===== config.mk =====
export PLATFORM = sky130hd
export DESIGN_NAME = load_unit
export DESIGN_NICKNAME = d
export VERILOG_FILES = /design/src/rtl/load_unit.sv
export SDC_FILE = /design/constraint.sdc
export NUM_CORES = 1
export LEC_CHECK = 0
export CAP_MARGIN = 20
export CORE_MARGIN = 2
export CORE_UTILIZATION = 35
export CTS_CLUSTER_DIAMETER = 50
export CTS_CLUSTER_SIZE = 28
export DETAILED_ROUTE_END_ITERATION = 8
export GPL_TIMING_DRIVEN = 1
export PLACE_DENSITY = 0.74
export SLEW_MARGIN = 0
export SYNTH_ARGS = -nofsm -noshare
export SYNTH_HDL_FRONTEND = slang
export SYNTH_SLANG_ARGS = --single-unit

===== constraint.sdc =====
create_clock -name clk -period 6.6 [get_ports clk]
set_input_delay 1.32 -clock clk [delete_from_list [all_inputs] [get_ports clk]]
set_output_delay 1.32 -clock clk [all_outputs]
set_load 0.05 [all_outputs]

===== src/rtl/load_unit.sv =====
// load_unit: single-request load pipeline stage between dispatch and a word-wide memory.
//   Accepts one load per handshake and computes addr = in_base + in_imm.
//   Reads the word or words that hold the addressed bytes.
//   Returns the extracted, sign- or zero-extended result on a valid/ready writeback port.
//
// Ports:
//   clk, rst               clock, synchronous active-high reset
//   in_valid/in_ready      request handshake; in_op, in_base, in_imm, in_rd carry the request
//   mem_req/mem_addr       word read request (address always word aligned)
//   mem_ack/mem_rdata      read completion, data valid in the ack cycle
//   wb_valid/wb_ready      result handshake; wb_rd, wb_data, wb_err carry the result
//
// Optional feature macro: LOAD_MISALIGN_EN
//   defined   -> loads crossing a word boundary are split into two word reads
//   undefined -> any misaligned LW/LH/LHU completes immediately with wb_err=1

`ifndef LOAD_UNIT_OPS_DEFINED
`define LOAD_UNIT_OPS_DEFINED
`define OPER_T logic [3:0]
`define OP_LB  4'd0
`define OP_LH  4'd1
`define OP_LW  4'd2
`define OP_LBU 4'd4
`define OP_LHU 4'd5
`endif

module load_unit (
  input  logic         clk,
  input  logic         rst,
  input  logic         in_valid,
  output logic         in_ready,
  input  `OPER_T       in_op,
  input  logic [31:0]  in_base,
  input  logic [31:0]  in_imm,
  input  logic [4:0]   in_rd,
  output logic         mem_req,
  output logic [31:0]  mem_addr,
  input  logic         mem_ack,
  input  logic [31:0]  mem_rdata,
  output logic         wb_valid,
  input  logic         wb_ready,
  output logic [4:0]   wb_rd,
  output logic [31:0]  wb_data,
  output logic         wb_err
);

  typedef enum logic [1:0] {IDLE, REQ0, REQ1, RESP} state_t;

  state_t      state_q, state_d;
  logic [3:0]  op_q, op_d;
  logic [4:0]  rd_q, rd_d;
  logic [31:0] addr_q, addr_d;
  logic [31:0] wb_data_q, wb_data_d;
  logic        wb_err_q, wb_err_d;
  logic        ready_q;
`ifdef LOAD_MISALIGN_EN
  logic [31:0] word0_q, word0_d;
  logic        split;
`else
  logic        misalign;
`endif

  logic [31:0] acc_addr;
  logic        accept;
  logic [31:0] word_addr;

  function automatic logic is_load(input logic [3:0] op);
    return (op == `OP_LB) || (op == `OP_LH) || (op == `OP_LW) ||
           (op == `OP_LBU) || (op == `OP_LHU);
  endfunction

  // Little-endian extraction from the 64-bit pair {w1, w0} at byte offset off.
  function automatic logic [31:0] extract(input logic [3:0] op, input logic [1:0] off,
                                          input logic [31:0] w0, input logic [31:0] w1);
    logic [63:0] dw;
    logic [31:0] r;
    dw = {w1, w0} >> {off, 3'b000};
    case (op)
      `OP_LB:  r = {{24{dw[7]}}, dw[7:0]};
      `OP_LBU: r = {24'h000000, dw[7:0]};
      `OP_LH:  r = {{16{dw[15]}}, dw[15:0]};
      `OP_LHU: r = {16'h0000, dw[15:0]};
      default: r = dw[31:0];
    endcase
    return r;
  endfunction

  assign acc_addr  = in_base + in_imm;
  assign accept    = in_valid && in_ready;
  assign word_addr = {addr_q[31:2], 2'b00};

`ifdef LOAD_MISALIGN_EN
  assign split = ((op_q == `OP_LW) && (addr_q[1:0] != 2'b00)) ||
                 (((op_q == `OP_LH) || (op_q == `OP_LHU)) && (addr_q[1:0] == 2'b11));
`else
  assign misalign = ((in_op == `OP_LW) && (acc_addr[1:0] != 2'b00)) ||
                    (((in_op == `OP_LH) || (in_op == `OP_LHU)) && acc_addr[0]);
`endif

  always_comb begin
    state_d   = state_q;
    op_d      = op_q;
    rd_d      = rd_q;
    addr_d    = addr_q;
    wb_data_d = wb_data_q;
    wb_err_d  = wb_err_q;
`ifdef LOAD_MISALIGN_EN
    word0_d   = word0_q;
`endif
    case (state_q)
      IDLE: begin
        if (accept) begin
          op_d   = in_op;
          rd_d   = in_rd;
          addr_d = acc_addr;
`ifdef LOAD_MISALIGN_EN
          if (!is_load(in_op)) begin
`else
          if (!is_load(in_op) || misalign) begin
`endif
            wb_err_d  = 1'b1;
            wb_data_d = '0;
            state_d   = RESP;
          end else begin
            state_d = REQ0;
          end
        end
      end
      REQ0: begin
        if (mem_ack) begin
`ifdef LOAD_MISALIGN_EN
          if (split) begin
            word0_d = mem_rdata;
            state_d = REQ1;
          end else
`endif
          begin
            wb_data_d = extract(op_q, addr_q[1:0], mem_rdata, '0);
            wb_err_d  = 1'b0;
            state_d   = RESP;
          end
        end
      end
`ifdef LOAD_MISALIGN_EN
      REQ1: begin
        if (mem_ack) begin
          wb_data_d = extract(op_q, addr_q[1:0], word0_q, mem_rdata);
          wb_err_d  = 1'b0;
          state_d   = RESP;
        end
      end
`endif
      RESP: begin
        if (wb_ready) state_d = IDLE;
      end
      default: state_d = IDLE;
    endcase
  end

  always_ff @(posedge clk) begin
    if (rst) begin
      state_q   <= IDLE;
      op_q      <= '0;
      rd_q      <= '0;
      addr_q    <= '0;
      wb_data_q <= '0;
      wb_err_q  <= 1'b0;
      ready_q   <= 1'b0;
`ifdef LOAD_MISALIGN_EN
      word0_q   <= '0;
`endif
    end else begin
      state_q   <= state_d;
      op_q      <= op_d;
      rd_q      <= rd_d;
      addr_q    <= addr_d;
      wb_data_q <= wb_data_d;
      wb_err_q  <= wb_err_d;
      ready_q   <= 1'b1;
`ifdef LOAD_MISALIGN_EN
      word0_q   <= word0_d;
`endif
    end
  end

  // ready_q delays in_ready by one cycle after reset release; rst gates all outputs low.
  always_comb begin
    in_ready = !rst && ready_q && (state_q == IDLE);
    mem_req  = !rst && ((state_q == REQ0) || (state_q == REQ1));
    mem_addr = '0;
    if (!rst) begin
      if (state_q == REQ0) mem_addr = word_addr;
      else if (state_q == REQ1) mem_addr = word_addr + 32'd4;
    end
    wb_valid = !rst && (state_q == RESP);
    wb_rd    = wb_valid ? rd_q : '0;
    wb_data  = wb_valid ? wb_data_q : '0;
    wb_err   = wb_valid ? wb_err_q : 1'b0;
  end

endmodule


Word-level counts from Yosys, hierarchy flattened
Index checks and enable logic that the tools add are counted.
{"block": "totals", "ff_bits": 77, "input_bits": 110, "output_inout_bits": 73, "elab_cells": 70}
{"block": "classes", "addsub": 2, "n_eq_ne": 14, "shift": 1, "muxes": 21, "n_reduce_logical": 25}
{"operator": "$mux W32", "count": 7}
{"operator": "$pmux W32 S4", "count": 1}
{"operator": "$pmux W32 S2", "count": 1}
{"operator": "$add A32 B3 Y32 const B", "count": 1}
{"operator": "$add A32 B32 Y32", "count": 1}
{"operator": "$shr A32 B5 Y32", "count": 1}
{"operator": "$eq A4 B3 Y1 const B", "count": 4}
{"operator": "$eq A4 B1 Y1 const B", "count": 2}
{"operator": "$logic_not A4 Y1", "count": 2}
{"operator": "$logic_or A1 B1 Y1", "count": 8}
{"operator": "$mux W2", "count": 4}
{"operator": "$ne A2 B2 Y1 const B", "count": 4}
{"operator": "$logic_and A1 B1 Y1", "count": 7}
{"operator": "$pmux W2 S3", "count": 1}
{"operator": "$mux W1", "count": 5}
{"operator": "$mux W5", "count": 1}
{"operator": "$eq A2 B2 Y1 const B", "count": 2}
{"operator": "$eq A4 B2 Y1 const B", "count": 1}
{"operator": "$reduce_and A4 Y1", "count": 1}
{"operator": "$reduce_bool A2 Y1", "count": 2}
{"operator": "$reduce_and A3 Y1", "count": 1}
{"operator": "$eq A2 B1 Y1 const B", "count": 1}
{"operator": "$logic_not A1 Y1", "count": 2}
{"operator": "$logic_not A2 Y1", "count": 1}
{"operator": "other kinds (2)", "count": 2}

Logic depth before layout (Yosys ltp)
{"block": "logic_depth", "depth_word": 10, "depth_mapped": 12, "depth_no_buf": 9}

Worst setup path before layout
Ideal clock, no wire load.
{"block": "synth_timing", "kind": "reg-to-output", "start": "register state_q[1]", "end": "output port mem_addr[31]", "arrival_ns": 2.681, "required_ns": 5.280, "path_slack_ns": 2.599, "path_stages_with_launch": 9, "n_path_buf": 0, "path_cell_list": "dfxtp_1 -> inv_1 -> ha_1 -> nand4b_1 -> nor3_1 -> and4_1 -> nand2b_1 -> or3_1 -> a21oi_1"}
{"block": "synth_via", "elab_chain_cells": 4, "elab_cells_between_ends": 5, "classes_between": "eq/ne (2); mux (3)"}
{"element": "start: declaration", "line_no": "49", "source": "state_t state_q, state_d;"}
{"element": "start signal: assignment", "line_no": "173", "source": "state_q <= state_d;"}
{"element": "$eq A2 B2 Y1", "line_no": "193", "source": "else if (state_q == REQ1) mem_addr = word_addr + 32'd4;"}
{"element": "$mux W32", "line_no": "193"}
{"element": "$mux W32 (*)", "line_no": "192", "source": "if (state_q == REQ0) mem_addr = word_addr;"}
{"element": "$mux W32 (*)", "line_no": "191", "source": "if (!rst) begin"}
{"element": "end: declaration", "line_no": "37", "source": "output logic [31:0] mem_addr,"}
Every way passes the cells marked *; elsewhere a longest branch is shown, timed or not.

Final worst setup path
{"block": "layout_timing", "start": "input port rst", "end": "output port wb_data[12]"}
{"block": "layout_via", "elab_chain_cells": 3}
{"element": "start: declaration", "line_no": "29", "source": "input logic rst,"}
{"element": "$logic_not A1 Y1", "line_no": "195", "source": "wb_valid = !rst && (state_q == RESP);"}
{"element": "$logic_and A1 B1 Y1", "line_no": "195"}
{"element": "$mux W32", "line_no": "197", "source": "wb_data = wb_valid ? wb_data_q : '0;"}
{"element": "end: declaration", "line_no": "43", "source": "output logic [31:0] wb_data,"}
No other way between the ends.

==> impl_results.md <==
- Final HPWL DP: 13900 um
- Net count of the finished layout: 1113
- Crit Path Max Fanout: 55
- Via count: 6351
- Required time of the critical path: 5.28 ns
- Final setup violation count: 0
- Transition at the pin with the smallest max-transition slack: 0.848 ns
- Post-detailed-routing wire length: 18300 um
- Clock tree sinks: 77
- Number of placement rows: 48
- Max_cap viols: 0
- Number of synthesized register bits: 77
- Clock tree from TritonCTS: built
- Peak supply drop: 0.115 mV
- Total Negative Setup Slacks: 0 ns
- Number of vias per cell: 5.31
- Core region area: between 15000 and 20000 um2
- Largest net degree at the start of global routing: 56
- Normalized max-slew margin: 0.433
- Critical path origin: rst
- Floorplan die area: 18500 um2
- Via count of the first global-routing pass: 5939
- Register-to-Register Setup Slack: 3.51 ns
- Later-pin clock latency in the skew report: 0.34 ns
- Mapped Cells: 824
- FFs w/ async S/R, synth: 0
- Number of enable-type register cells in the synthesized netlist: 0
- Worst hold margin: 0.456 ns
- Final Skew: between 0.01 and 0.015 ns
- Outcome: completed
- Clock slew seen by the registers of the worst setup and hold paths: 0.06 ns
- Static Leak: 3.25 nW
- Remaining antenna violation count after routing: 0
- Pwr dens: between 200 and 250 nW/um2
- Syn avg cell area: 7.42 um2
- Count of hold buffers inserted by post-cts repair: 0
- Max-slew violation total from the final report: 0
- Die Ht: 136 um
- Final min period: 4.76 ns
- Final routed wire length divided by cell count: around 15 um
- Deepest level of the CTS H-tree: 3
- Critical path class: primary input to output pin
- Main synth FF type: sky130_fd_sc_hd__dfxtp_1
- Detailed Routing Iterations Pass 1: 4
- Crit path DAT: 3.44 ns
- Core Util, Final: 0.481
- Max Freq: 0.210 GHz
- Buffers on Ports: 180
- Die Wd: 136 um
- Layout cells sized above 1: 0.0762
- Number of warnings issued by yosys: 0
- Resized Gates After CTS: 0
- Antenna violations before repair: 0
- Area growth, synth to finish: 35.0%
- Number of buffers on the longest clock path: 2
- Post-CTS setup buffer count: 0
- Setup repair after global routing missed its margin: no
- Footprint of the multi-input gates: 4230 um2
- Crit Reg-Reg Startpoint: state_q[0]$_SDFFE_PP0P_
- Sequential cell area: 1540 um2
- Synthesized area: 6120 um2
- Hold Vio Cnt, Final: 0
- Period Utilization, post-route: 0.721
- Startpoint of the most critical hold path: rd_q[3]$_SDFFE_PP0P_
- Count of cell types in the netlist: 65
- Root Buffer: sky130_fd_sc_hd__clkbuf_16
- Wire length of the first global-routing pass: 28900 um
- Portion of the post-synthesis area used by sequential elements: 0.252
- Type of origin of the critical path: primary input
- Initial core utilization: 0.356
- Global-route usage over all layers: 0.194
- Global placement routability congestion: slightly below 0.9
- Post-detailed-route DRC marker count: 0
- Number of inserted filler cells in the final layout: 1775
- I/O pin total: about 180
- Number of buffers inserted during clock tree synthesis: 9
- Initial detailed-routing violation count: 460
- ANT cells: 0
- CP endpoint kind: output pin
- Worst hold-check path type: flop to flop
- GRT Residual Overflow: 0
[sequential cells by signal, indices dropped and copies added (netlist names)]
signal,flops
rd_q,5
ready_q,1
addr_q,32
wb_data_q,32
wb_err_q,1
op_q,4
state_q,2
[Yosys cell counts (all sizes together), types with 8 or more instances]
library cell   n  share of area
buf           19          0.018
nor2          85          0.052
nand2         81          0.050
a21o          12          0.015
nor2b         13          0.013
a21oi         57          0.048
and3          45          0.046
nand4         12          0.012
mux2i         23          0.038
or3           12          0.012
nor3          13          0.011
a22oi         16          0.020
a2bb2oi        8          0.011
xor2          25          0.036
nand3         34          0.028
clkbuf        40          0.025
inv           24          0.015
o21ai         80          0.067
dfxtp         77           0.25
xnor2         21          0.030
ha            36          0.074
o211ai         9          0.012
[where the power goes]
| group | leakage [nW] | internal (mW) | switching (mW) |
|---|---|---|---|
| Sequential | 0.626 | 0.530 | 0.0530 |
| Clock | 0.129 | 0.258 | 0.209 |
| Combinational | 2.49 | 0.321 | 0.495 |
| Total | 3.25 | 1.11 | 0.756 |
[area by class of cell]
cell class | count | area share
multi-input combinational | 665 | 0.512
timing repair buffer | 189 | 0.223
sequential | 77 | 0.187
tap | 225 | 0.0341
clock buffer | 10 | 0.0277
inverter | 24 | 0.0109
clock inverter | 6 | 0.00561
[worst max-delay path: stages]
cell                              delay, ns
sky130_fd_sc_hd__clkdlybuf4s50_1       0.44
sky130_fd_sc_hd__inv_2                 0.59
sky130_fd_sc_hd__and3_1                0.27
sky130_fd_sc_hd__clkdlybuf4s50_1       0.81
[worst paths after layout]
kind	depth (start not counted)	endpoint
setup / recovery	4	wb_data[12]
hold / removal	2	rd_q[3]$_SDFFE_PP0P_
setup reg to reg	10	wb_data_q[17]$_SDFFE_PP0P_
hold reg to reg	2	rd_q[3]$_SDFFE_PP0P_
[per-layer routing]
layer  part of all wire  global-route usage
met5                  0                   0
met4              0.016              0.0521
met3              0.048              0.0242
met2               0.48               0.344
met1               0.45               0.246
[cell families after synthesis]
logic type / share of synthesized area
mux: 0.0376
compound gates: 0.258
fa+ha+maj: 0.0769
other cells: 0.000613
flops: 0.252
buf+inv: 0.0577
xor+xnor: 0.0659
simple gates: 0.252
[cell usage in the layout, fill, tap and decap left out, types with 21 or more instances in the layout]
master and count:
sky130_fd_sc_hd__clkdlybuf4s50_1 150, sky130_fd_sc_hd__nand2_1 80, sky130_fd_sc_hd__mux2i_1 23, sky130_fd_sc_hd__dfxtp_1 77
sky130_fd_sc_hd__nor2_1 85, sky130_fd_sc_hd__xor2_1 25, sky130_fd_sc_hd__and3_1 45, sky130_fd_sc_hd__xnor2_1 21
sky130_fd_sc_hd__a21oi_1 54, sky130_fd_sc_hd__nand3_1 34, sky130_fd_sc_hd__buf_4 36, sky130_fd_sc_hd__o21ai_0 72
sky130_fd_sc_hd__ha_1 36, sky130_fd_sc_hd__inv_1 23
[per-stage QoR]
step           instances  setup WS [ns]  total power [mW]  area (um2)
2_1_floorplan        825           2.60              1.13        6120
6_report            1196           1.84              1.87        8260
5_1_grt             1196           1.71              1.98        8260
3_5_place_dp        1178           1.81              1.36        7930
4_1_cts             1194           1.81              1.83        8200
3_3_place_gp        1177           1.84              1.35        7910
Note: power is estimated with default switching activity, not from simulation.
